## src/rtl/pal576i_pkg.sv

```systemverilog
// Shared PAL 576i line structure: half-line pulse types and frame line constants.
// Pure declarations: no latency, no backpressure.
package pal576i_pkg;

   typedef enum logic [1:0] {
      HL_NONE,
      HL_NORMAL,
      HL_EQ,
      HL_BROAD
   } halfline_t;

   localparam logic [9:0] LINES_PER_FRAME = 10'd625;
   localparam logic [9:0] FIELD1_LAST     = 10'd312;
   localparam logic [9:0] FIELD2_FIRST    = 10'd313;
   localparam logic [9:0] ACT1_FIRST      = 10'd23;
   localparam logic [9:0] ACT1_LAST       = 10'd310;
   localparam logic [9:0] ACT2_FIRST      = 10'd336;
   localparam logic [9:0] ACT2_LAST       = 10'd623;

endpackage

```

## src/rtl/pal576i_halfline_decoder.sv

```systemverilog
// Maps a frame line number to the sync pulse type of its two half lines.
// Purely combinational (zero latency), no backpressure.
module pal576i_halfline_decoder
   import pal576i_pkg::*;
(
   input  logic [9:0] line_cnt,
   output halfline_t  first_half,
   output halfline_t  second_half
);

   always_comb begin
      first_half  = HL_NORMAL;
      second_half = HL_NONE;
      case (line_cnt)
         10'd1, 10'd2, 10'd314, 10'd315: begin
            first_half  = HL_BROAD;
            second_half = HL_BROAD;
         end
         10'd3: begin
            first_half  = HL_BROAD;
            second_half = HL_EQ;
         end
         10'd4, 10'd5, 10'd311, 10'd312, 10'd316, 10'd317, 10'd624, 10'd625: begin
            first_half  = HL_EQ;
            second_half = HL_EQ;
         end
         10'd313: begin
            first_half  = HL_EQ;
            second_half = HL_BROAD;
         end
         10'd318: begin
            first_half  = HL_EQ;
            second_half = HL_NONE;
         end
         10'd623: begin
            first_half  = HL_NORMAL;
            second_half = HL_EQ;
         end
         default: begin
            first_half  = HL_NORMAL;
            second_half = HL_NONE;
         end
      endcase
   end

endmodule

```

## src/rtl/csync_generator_pal576i.sv

```systemverilog
// PAL 576i timing master: composite/h/v sync, field parity, pixel coordinates, gated RGB111.
// Coordinates register on the tick; syncs and rgb_111 follow one tick later. No backpressure: free-running.
module csync_generator_pal576i
   import pal576i_pkg::*;
#(
   parameter logic [2:0] TICK_PHASE     = 3'd0,
   parameter int         LINE_TICKS     = 864,
   parameter int         HSYNC_TICKS    = 64,
   parameter int         EQ_TICKS       = 32,
   parameter int         BROAD_TICKS    = 368,
   parameter int         H_ACTIVE_START = 132,
   parameter int         H_ACTIVE_WIDTH = 720
) (
   input  logic       sysClk,
   input  logic       reset,
   input  logic [2:0] sysClkPhase,
   input  logic [2:0] rgb_111_in,
   output logic       csync,
   output logic       hsync,
   output logic       vsync,
   output logic       isFieldOdd,
   output logic [9:0] pixelX,
   output logic [9:0] pixelY,
   output logic       displayEnable,
   output logic       frame_start_flag,
   output logic [2:0] rgb_111
);

   localparam logic [9:0] LINE_LAST = 10'(LINE_TICKS - 1);
   localparam logic [9:0] HALF_W    = 10'(LINE_TICKS / 2);
   localparam logic [9:0] HS_W      = 10'(HSYNC_TICKS);
   localparam logic [9:0] EQ_W      = 10'(EQ_TICKS);
   localparam logic [9:0] BR_W      = 10'(BROAD_TICKS);
   localparam logic [9:0] H_START   = 10'(H_ACTIVE_START);
   localparam logic [9:0] H_END     = 10'(H_ACTIVE_START + H_ACTIVE_WIDTH - 1);

   logic       tick;
   logic [9:0] tick_cnt;
   logic [9:0] line_cnt;
   halfline_t  first_half;
   halfline_t  second_half;
   halfline_t  cur_hl;
   logic       in_second;
   logic [9:0] half_off;
   logic [9:0] pulse_w;
   logic       csync_low;
   logic       hsync_low;
   logic       vsync_low;
   logic       field1_act;
   logic       field2_act;
   logic       active;
   logic [9:0] y_calc;
   logic       csync_d;
   logic       hsync_d;
   logic       vsync_d;

   assign tick = (sysClkPhase == TICK_PHASE);

   // tick_cnt/line_cnt name the position that the next tick will emit.
   always_ff @(posedge sysClk or posedge reset) begin
      if (reset) begin
         tick_cnt <= '0;
         line_cnt <= 10'd1;
      end else if (tick) begin
         if (tick_cnt == LINE_LAST) begin
            tick_cnt <= '0;
            line_cnt <= (line_cnt == LINES_PER_FRAME) ? 10'd1 : line_cnt + 10'd1;
         end else begin
            tick_cnt <= tick_cnt + 10'd1;
         end
      end
   end

   pal576i_halfline_decoder u_halfline_decoder (
      .line_cnt    (line_cnt),
      .first_half  (first_half),
      .second_half (second_half)
   );

   always_comb begin
      in_second = (tick_cnt >= HALF_W);
      half_off  = in_second ? tick_cnt - HALF_W : tick_cnt;
      cur_hl    = in_second ? second_half : first_half;
      pulse_w   = '0;
      case (cur_hl)
         HL_NORMAL: pulse_w = HS_W;
         HL_EQ:     pulse_w = EQ_W;
         HL_BROAD:  pulse_w = BR_W;
         default:   pulse_w = '0;
      endcase
      csync_low = (half_off < pulse_w);
      hsync_low = (tick_cnt < HS_W);
      // Field 1 vsync spans 2.5 lines from line 1; field 2 starts mid line 313.
      vsync_low = (line_cnt < 10'd3)
               || (line_cnt == 10'd3 && !in_second)
               || (line_cnt == FIELD2_FIRST && in_second)
               || (line_cnt == 10'd314)
               || (line_cnt == 10'd315);
   end

   always_comb begin
      field1_act = (line_cnt >= ACT1_FIRST) && (line_cnt <= ACT1_LAST);
      field2_act = (line_cnt >= ACT2_FIRST) && (line_cnt <= ACT2_LAST);
      active     = (field1_act || field2_act) && (tick_cnt >= H_START) && (tick_cnt <= H_END);
      y_calc     = field1_act ? (line_cnt - ACT1_FIRST) << 1
                              : ((line_cnt - ACT2_FIRST) << 1) | 10'd1;
   end

   always_ff @(posedge sysClk or posedge reset) begin
      if (reset) begin
         pixelX           <= '0;
         pixelY           <= '0;
         displayEnable    <= 1'b0;
         frame_start_flag <= 1'b0;
         isFieldOdd       <= 1'b1;
         csync_d          <= 1'b1;
         hsync_d          <= 1'b1;
         vsync_d          <= 1'b1;
      end else if (tick) begin
         pixelX           <= active ? tick_cnt - H_START : '0;
         pixelY           <= active ? y_calc : '0;
         displayEnable    <= active;
         frame_start_flag <= (line_cnt == 10'd1) && (tick_cnt == '0);
         isFieldOdd       <= (line_cnt <= FIELD1_LAST);
         csync_d          <= !csync_low;
         hsync_d          <= !hsync_low;
         vsync_d          <= !vsync_low;
      end
   end

   // Second stage gives the pixel source one tick to answer the coordinates.
   always_ff @(posedge sysClk or posedge reset) begin
      if (reset) begin
         csync   <= 1'b1;
         hsync   <= 1'b1;
         vsync   <= 1'b1;
         rgb_111 <= '0;
      end else if (tick) begin
         csync   <= csync_d;
         hsync   <= hsync_d;
         vsync   <= vsync_d;
         rgb_111 <= displayEnable ? rgb_111_in : 3'b000;
      end
   end

endmodule

```

## config.mk

```make
export PLATFORM = sky130hd
export DESIGN_NAME = csync_generator_pal576i
export DESIGN_NICKNAME = d
export VERILOG_FILES = /design/src/rtl/pal576i_pkg.sv /design/src/rtl/pal576i_halfline_decoder.sv /design/src/rtl/csync_generator_pal576i.sv
export SDC_FILE = /design/constraint.sdc
export NUM_CORES = 1
export LEC_CHECK = 0
export ABC_AREA = 0
export CAP_MARGIN = 5
export CORE_MARGIN = 8
export CORE_UTILIZATION = 40
export DETAILED_ROUTE_END_ITERATION = 8
export MAX_ROUTING_LAYER = met4
export PLACE_DENSITY = 0.72
export SLEW_MARGIN = 20
export SYNTH_ARGS = -nofsm -noshare
export SYNTH_HDL_FRONTEND = slang
export SYNTH_HIERARCHICAL = 1
export SYNTH_SLANG_ARGS = --single-unit
```

## constraint.sdc

```tcl
create_clock -name sysClk -period 2.5 [get_ports sysClk]
set_input_delay 0.375 -clock sysClk [delete_from_list [all_inputs] [get_ports sysClk]]
set_output_delay 0.375 -clock sysClk [all_outputs]
set_load 0.01 [all_outputs]
```

=== Yosys cells after proc, flatten, opt, wreduce, memory -nomap -nowiden ===
Index checks and enable logic that the tools add are counted.

* Register bits after elaboration: 52
* Bits in latches: 0
* RAM bits: 0
* ROM bits: 0
* Bits of input ports: 8
* Output and inout port bits: 29
* Word-level logic and storage cells: 85
* Memories kept: 0

* Add/subtract/negate cells: 6
* $mul: 0
* Div/mod/pow operators: 0
* Magnitude comparators: 11
* Equal/unequal tests: 20
* Shifts and indexed selects: 0
* Muxes and demuxes: 11
* Bitwise logic cells: 0
* Reduce and logical (&&, ||, !) cells: 23

{| class="wikitable"
|+ Operators by type and width
! operator !! number
|-
| 10-bit by 9-bit == test with 1-bit output (second input constant) || 8
|-
| 10-bit 2-to-1 mux || 6
|-
| 10-bit == test (second input constant) || 4
|-
| 9-bit one-hot mux with 3 select lines || 1
|-
| 10-bit by 1-bit adder with 10-bit output (second input constant) || 2
|-
| 10-bit by 2-bit == test with 1-bit output (second input constant) || 2
|-
| 10-bit by 3-bit == test with 1-bit output (second input constant) || 2
|-
| 10-bit by 9-bit >= comparator with 1-bit output (second input constant) || 2
|-
| 10-bit less-or-equal comparator (second input constant) || 2
|-
| 10-bit by 9-bit less-or-equal comparator with 1-bit output (second input constant) || 2
|-
| 10-bit OR reduction || 2
|-
| 10-bit by 1-bit == test with 1-bit output (second input constant) || 1
|-
| 10-bit by 5-bit >= comparator with 1-bit output (second input constant) || 1
|-
| 10-bit by 8-bit >= comparator with 1-bit output (second input constant) || 1
|-
| 10-bit logical NOT || 1
|-
| 10-bit less-than comparator || 1
|-
| 10-bit by 2-bit less-than comparator with 1-bit output (second input constant) || 1
|-
| 10-bit by 7-bit less-than comparator with 1-bit output (second input constant) || 1
|-
| 5-bit OR reduction || 2
|-
| 10-bit by 8-bit subtractor with 10-bit output (second input constant) || 1
|-
| 10-bit by 9-bit subtractor with 10-bit output (second input constant) || 1
|-
| 9-bit by 5-bit subtractor with 9-bit output (second input constant) || 1
|-
| 9-bit subtractor (second input constant) || 1
|-
| 2-bit one-hot mux with 2 select lines || 2
|-
| other kinds (9) || 23
|}

=== Longest topological paths before layout ===
Gate-level depths: netlist of run 1.

* Depth after elaboration: 8
* Mapped depth: 11
* Mapped depth without buffers: 10

=== Cells and area by module ===
Netlist of run 1, hierarchy kept.

{| class="wikitable"
|+ By module, submodules not included
! module !! instances !! cells each !! area each (sq um) !! seq. area each (sq um)
|-
| csync_generator_pal576i || 1 || 373 || 3274.4 || 1311.3
|-
| pal576i_halfline_decoder || 1 || 32 || 221.5 || 0.0
|}

=== Worst setup path before layout of run 1 ===
Ideal clock, no wire load.

* Path type: reg2reg
* Start point: register line_cnt[0]
* End point: register csync_d
* Setup time: 78 ps
* Arrival time: 2341 ps
* Required time: 2422 ps
* Setup slack: 80 ps
* Stages on the path, launching flop included: 10
* Buffers on the path: 0
* Period minus slack after synthesis: 2420 ps
* Cells stage by stage: dfstp_2 nand2_1 or4b_1 o211ai_1 mux2i_1 or2_2 ha_1 a31oi_1 o21ai_0 a31o_2

* Word-level cells in the longest chain between the ends: 8
* Elaborated cells on any way between the ends: 29
* Those cells by class: 1 x order compare; 19 x eq/ne; 4 x mux; 5 x reduce/logical

{| class="wikitable"
|+ RTL lines
! item !! RTL line !! RTL
|-
| start, declared || csync_generator_pal576i.sv:39 || <nowiki>logic [9:0] line_cnt;</nowiki>
|-
| start signal, assigned || csync_generator_pal576i.sv:67 || <nowiki>line_cnt <= (line_cnt == LINES_PER_FRAME) ? 10'd1 : line_cnt + 10'd1;</nowiki>
|-
| 10-bit == test (tied with other cells) || pal576i_halfline_decoder.sv:14 || <nowiki>case (line_cnt)</nowiki>
|-
| 10-bit OR reduction (no line) or 5-bit OR reduction (tied branches) || - ||
|-
| 2-bit one-hot mux with 2 select lines * || pal576i_halfline_decoder.sv:14 ||
|-
| net second_half[1] || csync_generator_pal576i.sv:41 || <nowiki>halfline_t second_half;</nowiki>
|-
| 2-bit 2-to-1 mux * || csync_generator_pal576i.sv:83 || <nowiki>cur_hl = in_second ? second_half : first_half;</nowiki>
|-
| 2-bit == test or 2-bit by 1-bit == test with 1-bit output (tied branches) || csync_generator_pal576i.sv:85 || <nowiki>case (cur_hl)</nowiki>
|-
| 9-bit one-hot mux with 3 select lines * || csync_generator_pal576i.sv:85 ||
|-
| 10-bit less-than comparator * || csync_generator_pal576i.sv:91 || <nowiki>csync_low = (half_off < pulse_w);</nowiki>
|-
| 1-bit logical NOT * || csync_generator_pal576i.sv:125 || <nowiki>csync_d <= !csync_low;</nowiki>
|-
| end signal, assigned || csync_generator_pal576i.sv:125 ||
|-
| end, declared || csync_generator_pal576i.sv:53 || <nowiki>logic csync_d;</nowiki>
|}

Mark *: on every way through the listed nets, which the timed path passes. The rest lies on a longest branch.
A chain may end at the register's enable or synchronous reset.

=== Worst setup path after layout of run 1 ===
* Start point: register line_cnt[7]
* End point: register csync_d

The elaborated chain is that of the path after synthesis.

==> flow_summary_export.csv, run 1 <==
group,metric,value,unit
status,outcome,"finished, violations left",
status,violations,"setup timing",
critical_path,critPathBufInv,1,
final_layout,register_area,1310,um^2
timing,skew,0.0132,ns
floorplan,start_util,0.407,
place,placement.io_buffers,36,
detailed_routing,drc_errors,0,
place,hpwl,6.48,mm
power,total_power,1970,uW
floorplan,die_height,109,um
final_layout,final_util,0.529,
yosys,synthArstFlopShare,1.00,
critical_path,cp.required,2.75,ns
global_route,grt_usage,0.158,
timing,setup_slack,-0.157,ns
clocking,cts_sinks,52,
final_layout,nFillCells,761,
timing,setup_tns,-0.157,ns
timing,slew_violations,0,
final_layout,antenna-diode-count,0,
critical_path,cp-start-kind,"flop",
floorplan,die_w,109,um
detailed_routing,wl_per_cell,16.1,um
critical_path,slowest_stage,"or4b_1",
final_layout,post_layout_nonfiller_instances,583,
timing,fmax,376,MHz
clocking,clk_latency,0.32,ns
clocking,ctsHtreeMaxLevel,2,
power,leakagePower,0.00190,uW
yosys,synth.distinct_cells,63,
critical_path,crit_arrival,2.91,ns
detailed_routing,routed_wl,9.41,mm
timing,setup_viol,1,
yosys,yosys_warnings,6,
global_route,grt-ovfl-total,0,
global_route,grt_antenna_before_repair,0,
yosys,syn-num-nets,432,
critical_path,critPathMaxStageDelay,0.49,ns
final_layout,final_common_cell,"nand2_1",
floorplan,die-area,12000,um^2
critical_path,critPathTopFamily,"simple AND/OR/NAND/NOR gates",
yosys,netlist_area,3500,um^2
power,power_density,433,nW/um^2
floorplan,ios,37,
clocking,cts_tree,"yes",
critical_path,crit_path_end_kind,"flop",
global_route,grt_first_pass_wirelength,15.1,mm
timing,period_needed,2.66,ns
timing,hold_violations,0,
final_layout,fin_nets,501,
yosys,syn_inst,405,
final_layout,multiInputGateArea,2130,um^2
final_layout,area_growth,30.1,%
yosys,postSynthRegisterBits,52,
detailed_routing,drtAntennaViolNets,0,
global_route,grt_max_degree,40,
yosys,ys_seq_area_frac,0.375,
detailed_routing,drtIter0Drc,233,
clocking,clockBufferDepth,2,
floorplan,row_count,34,
clocking,root_buffer,"clkbuf_8",
final_layout,layout_common_cells,"67 x nand2_1, 48 x buf_4, 42 x dfrtp_1, 36 x clkdlybuf4s50_1, 26 x o21ai_0",
place,pre_cts_ws,-0.0350,ns
worst_hold_path,hold_path_class,"primary input to async pin",
timing,timing.final.crit_share,1.06,
critical_path,path_cells,"buf_6 -> nand4bb_4 -> or4b_1 -> o211ai_1 -> mux2i_1 -> or2_4 -> ha_4 -> a31oi_1 -> o21ai_1 -> a31o_2",
flow_run,drv_cap,0,
place,numPlacedInstances,561,
yosys,synth_edf_count,0,
yosys,synth-main-ff-cell,"dfrtp_1",
clocking,cts_buffers,5,
timing,relSlewSlack,0.621,
detailed_routing,vias,3280,
clocking,clk_pin_slew,0.11,ns
critical_path,worstPathMaxFanout,2,
final_layout,layout-drive-gt1-share,0.244,
critical_path,path_class,"flop to flop",
detailed_routing,vias_per_cell,5.63,
detailed_routing,first_pass_iters,4,
power,vdd_drop_max,249,uV
timing,tightestPinTransition,0.567,ns
floorplan,coreArea,8590,um^2
yosys,syn_area_per_cell,8.63,um^2
timing,rsz0062_at_grt,"true",
global_route,grt_pass1_vias,2965,
place,gp_congestion,0.900,
## synthesized netlist by cell type (5+ instances only)
cell type   n  area share
nand2_1    69       0.074
dfrtp_1    44        0.31
o21ai_0    27       0.039
nor2_1     21       0.023
ha_1       19       0.068
inv_1      18       0.019
clkbuf_1   17       0.018
nand3_1    16       0.023
xnor2_1    16       0.040
a21oi_1    14       0.020
o21ai_2    10       0.025
a31oi_1     8       0.014
dfstp_2     8       0.060
nor4_1      8       0.014
o21ai_1     8       0.011
nor3_1      7       0.010
nor2b_1     5      0.0089
o31ai_1     5       0.011
## final cells by class
| type | count | area share |
|---|---|---|
| Clock inverter | 3 | 0.00550 |
| Tap cell | 108 | 0.0297 |
| Clock buffer | 5 | 0.0151 |
| Timing Repair Buffer | 89 | 0.178 |
| Inverter | 18 | 0.0157 |
| Multi-Input combinational cell | 308 | 0.467 |
| Sequential cell | 52 | 0.289 |
## worst reg2reg max path: cells and delay by family (launching register included)
family	cells	cell delay [ns]
and+or+nand+nor	3	0.96
muxes	1	0.19
adders and majority gates	1	0.15
DFF	1	0.43
AOI/OAI and AO/OA	4	0.74
buffers and inverters	1	0.13
## state kept, by name (all words and copies together), names as in the netlist
| name | cells |
|---|---|
| tick_cnt | 10 |
| pixelY | 10 |
| csync_d | 1 |
| hsync | 1 |
| hsync_d | 1 |
| isFieldOdd | 1 |
| vsync_d | 1 |
| displayEnable | 1 |
| rgb_111 | 3 |
| csync | 1 |
| frame_start_flag | 1 |
| pixelX | 10 |
| vsync | 1 |
| line_cnt | 10 |
## routing by layer
layer	GRT usage	vias up	wire length [um]
li1	-	1577	-
met1	0.216	1563	4120
met2	0.231	122	4420
met3	0.0205	18	661
met4	0.0665	0	212
met5	-	-	0
## where the power goes
group          internal, uW  leakage (uW)  total [uW]  switching [uW]
Sequential              905      0.000670         955            49.8
Clock                   205     0.0000452         515             310
Combinational           205       0.00118         498             293
Total                  1310       0.00190        1970             653
## path summary, 6_finish.rpt
path	startpoint	end	slack, ns	cells past startpoint
worst max-delay path	line_cnt[7]	csync_d	-0.16	10
worst min-delay path	reset	line_cnt[1]	0.43	2
worst max register to register	line_cnt[7]	csync_d	-0.16	10
worst min register to register	csync_d	csync	0.46	2
max in group asynchronous	reset	csync_d	1.45	3
min in group sysClk	csync_d	csync	0.46	2
## what timing repair did
item                                    4_1_cts  5_1_grt
endpoints found under the setup margin        2       22
pin swaps                                     5       13
hold buffers                                  0        0
buffers inserted                              4        9
cloned                                        0        1
resized for setup                             6       21
## per-stage QoR
stage,instance area (um^2),hold WS [ns]
after floorplan,3500,0.435
after global placement,4190,0.441
after detailed placement,4190,0.442
after CTS,4350,0.442
after global routing,4550,0.480
final,4550,0.428
## logic make-up (layout without fill, tap and decap cells)
kind of cell,Yosys count,count (layout),share of synthesized area
muxes,7,7,0.0211
adders and majority gates,19,19,0.0680
and+or+nand+nor,162,162,0.237
xor gates and xnor gates,20,20,0.0501
AOI/OAI and AO/OA,100,100,0.193
buffers and inverters,45,115,0.0555
DFF,52,52,0.375
(Power assumes the default switching activity.)
==> run 2: changes to the inputs <==
--- a/config.mk
+++ b/config.mk
@@ -7,11 +7,12 @@
 export LEC_CHECK = 0
 export ABC_AREA = 0
 export CAP_MARGIN = 5
-export CORE_MARGIN = 8
+export CORE_MARGIN = 2
 export CORE_UTILIZATION = 40
 export DETAILED_ROUTE_END_ITERATION = 8
 export MAX_ROUTING_LAYER = met4
 export PLACE_DENSITY = 0.72
+export SKIP_CTS_REPAIR_TIMING = 1
 export SLEW_MARGIN = 20
 export SYNTH_ARGS = -nofsm -noshare
 export SYNTH_HDL_FRONTEND = slang
==> run 2 against run 1 <==
- the run now ends clean
- clock-buffer cell count unchanged
- sequential cell count is the same
- fmax is 6.4% higher
- hold slack lost 0.0089 ns
- final area fell by 3.7%
- first-iteration DRC count is 7.3% higher
- clock skew shrank 0.00056 ns
- setup slack improved by 0.16 ns
- critical path type unchanged
- critical endpoint unchanged
- largest cell class unchanged
==> flow_summary_export.csv, run 2 (same netlist as run 1, synthesis figures left out) <==
group,metric,value,unit
status,outcome,"finished clean",
global_route,grt_pass1_vias,2915,
power,pwr-share-clk,0.263,
final_layout,layout_common_cells,"69 x nand2_1, 44 x dfrtp_1, 42 x buf_4, 36 x clkdlybuf4s50_1, 26 x o21ai_0",
critical_path,slowest_stage,"dfrtp_1",
critical_path,worstPathMaxFanout,3,
critical_path,worstSetupStartpoint,"line_cnt[9]",
critical_path,worstSetupPathDepth,10,
clocking,clockBufferDepth,2,
final_layout,nFillCells,778,
floorplan,ios,37,
clocking,cts_sinks,52,
critical_path,critPathBufInv,1,
floorplan,coreArea,8590,um^2
detailed_routing,vias_per_cell,5.52,
detailed_routing,wl_per_cell,15.0,um
clocking,root_buffer,"clkbuf_8",
place,gp_congestion,0.915,
final_layout,final_area,4380,um^2
clocking,cts_buffers,5,
final_layout,layout-drive-gt1-share,0.204,
critical_path,cp.required,2.76,ns
timing,relSlewSlack,0.619,
timing,setup_viol,0,
global_route,grt_max_degree,29,
place,pre_cts_ws,-0.0433,ns
timing,setup_slack,0.00229,ns
floorplan,die-area,9500,um^2
floorplan,start_util,0.407,
floorplan,die_w,97.5,um
final_layout,final_common_cell,"nand2_1",
critical_path,setup.worst_path.end,"csync_d",
power,vdd_drop_max,220,uV
power,power_density,446,nW/um^2
clocking,clk_pin_slew,0.11,ns
detailed_routing,routed_wl,8.63,mm
detailed_routing,drc_errors,0,
timing,hold_violations,0,
floorplan,die_height,97.5,um
detailed_routing,vias,3169,
final_layout,area_growth,25.3,%
place,placement.io_buffers,36,
power,switchingPower,644,uW
power,power.internal,1310,uW
power,comb_power_share,0.250,
timing,rsz0062_at_grt,"true",
clocking,cts_tree,"yes",
clocking,clk_latency,0.33,ns
detailed_routing,first_pass_iters,5,
critical_path,worstReg2RegStart,"line_cnt[9]",
critical_path,r2r_slack,0.002,ns
final_layout,fin_nets,492,
critical_path,path_cells,"nor3_2 -> nor4b_4 -> a21oi_2 -> a2111oi_4 -> mux2i_1 -> buf_4 -> ha_1 -> nand2_1 -> o2111ai_1 -> a31o_2",
power,p_sw_frac,0.330,
floorplan,row_count,34,
timing,fmax,400,MHz
flow_run,drv_cap,0,
global_route,grt-ovfl-total,0,
power,leakagePower,0.00184,uW
detailed_routing,drtAntennaViolNets,0,
place,placed_cell_area,4220,um^2
critical_path,cp-start-kind,"flop",
critical_path,crit_arrival,2.76,ns
critical_path,critPathMaxStageDelay,0.41,ns
critical_path,crit_path_end_kind,"flop",
global_route,grt_usage,0.186,
timing,tightestPinTransition,0.570,ns
power,seqPwrFrac,0.488,
worst_hold_path,hold_path_class,"primary input to async pin",
timing,period_needed,2.50,ns
global_route,grt_first_pass_wirelength,14.3,mm
final_layout,final_util,0.510,
place,hpwl,6.42,mm
power,total_power,1950,uW
critical_path,critPathTopFamily,"compound AO/OA/AOI/OAI gates",
detailed_routing,drtIter0Drc,250,
clocking,ctsHtreeMaxLevel,2,
critical_path,ff2ff_path_depth,10,
critical_path,r2r-end,"csync_d",
timing,timing.final.crit_share,0.999,
critical_path,path_class,"flop to flop",
timing,slew_violations,0,
timing,skew,0.0127,ns
timing,fin_hold_ws,0.419,ns
final_layout,antenna-diode-count,0,
global_route,grt_antenna_before_repair,0,
## run 2: worst min path at each step
stage / startpoint / slack (ns) / end / cells after the start
after global routing: reset / 0.46 / pixelY[0] / 2
after CTS: reset / 0.44 / pixelY[6] / 2
final: reset / 0.42 / tick_cnt[9] / 2
after global placement: hsync_d / 0.45 / hsync / 2
after floorplan: csync_d / 0.43 / csync / 2
after detailed placement: hsync_d / 0.45 / hsync / 2
## run 2: power by group through the flow
stage	sequential, uW	combinational (uW)	clock (uW)
after CTS	954	483	516
after global routing	961	535	554
after detailed placement	970	479	0
after floorplan	968	317	0
final	953	488	513
after global placement	967	469	0
## run 2: area by class of cell
type	count	area (um^2)	share of cell area
Clock buffer	5	68.8	0.0157
Clock inverter	3	22.5	0.00514
Inverter	18	67.6	0.0154
Multi-Input combinational cell	308	2060	0.470
Sequential cell	52	1310	0.299
Tap cell	108	135	0.0308
Timing Repair Buffer	80	716	0.163
## run 2: metrics by stage
step | std cells | TNS, ns
floorplan | 405 | 0
global placement | 564 | 0
detailed placement | 564 | -0.0433
CTS | 572 | -0.0592
global route | 574 | -0.135
finish | 574 | 0
## run 2: per-layer routing
| metal | share of wire | wire length [um] | vias to the layer above | track usage |
|---|---|---|---|---|
| li1 | - | - | 1548 | - |
| met1 | 0.46 | 3970 | 1507 | 0.252 |
| met2 | 0.47 | 4080 | 98 | 0.286 |
| met3 | 0.047 | 408 | 16 | 0.0302 |
| met4 | 0.021 | 182 | 0 | 0.0641 |
| met5 | 0 | 0 | - | - |
## run 2: worst reg2reg max path, cell delays in order (launching register included)
cell and delay [ns]:
dfrtp_1 0.41, nor3_2 0.25, nor4b_4 0.31, a21oi_2 0.12, a2111oi_4 0.35, mux2i_1 0.15
buf_4 0.16, ha_1 0.29, nand2_1 0.06, o2111ai_1 0.12, a31o_2 0.22
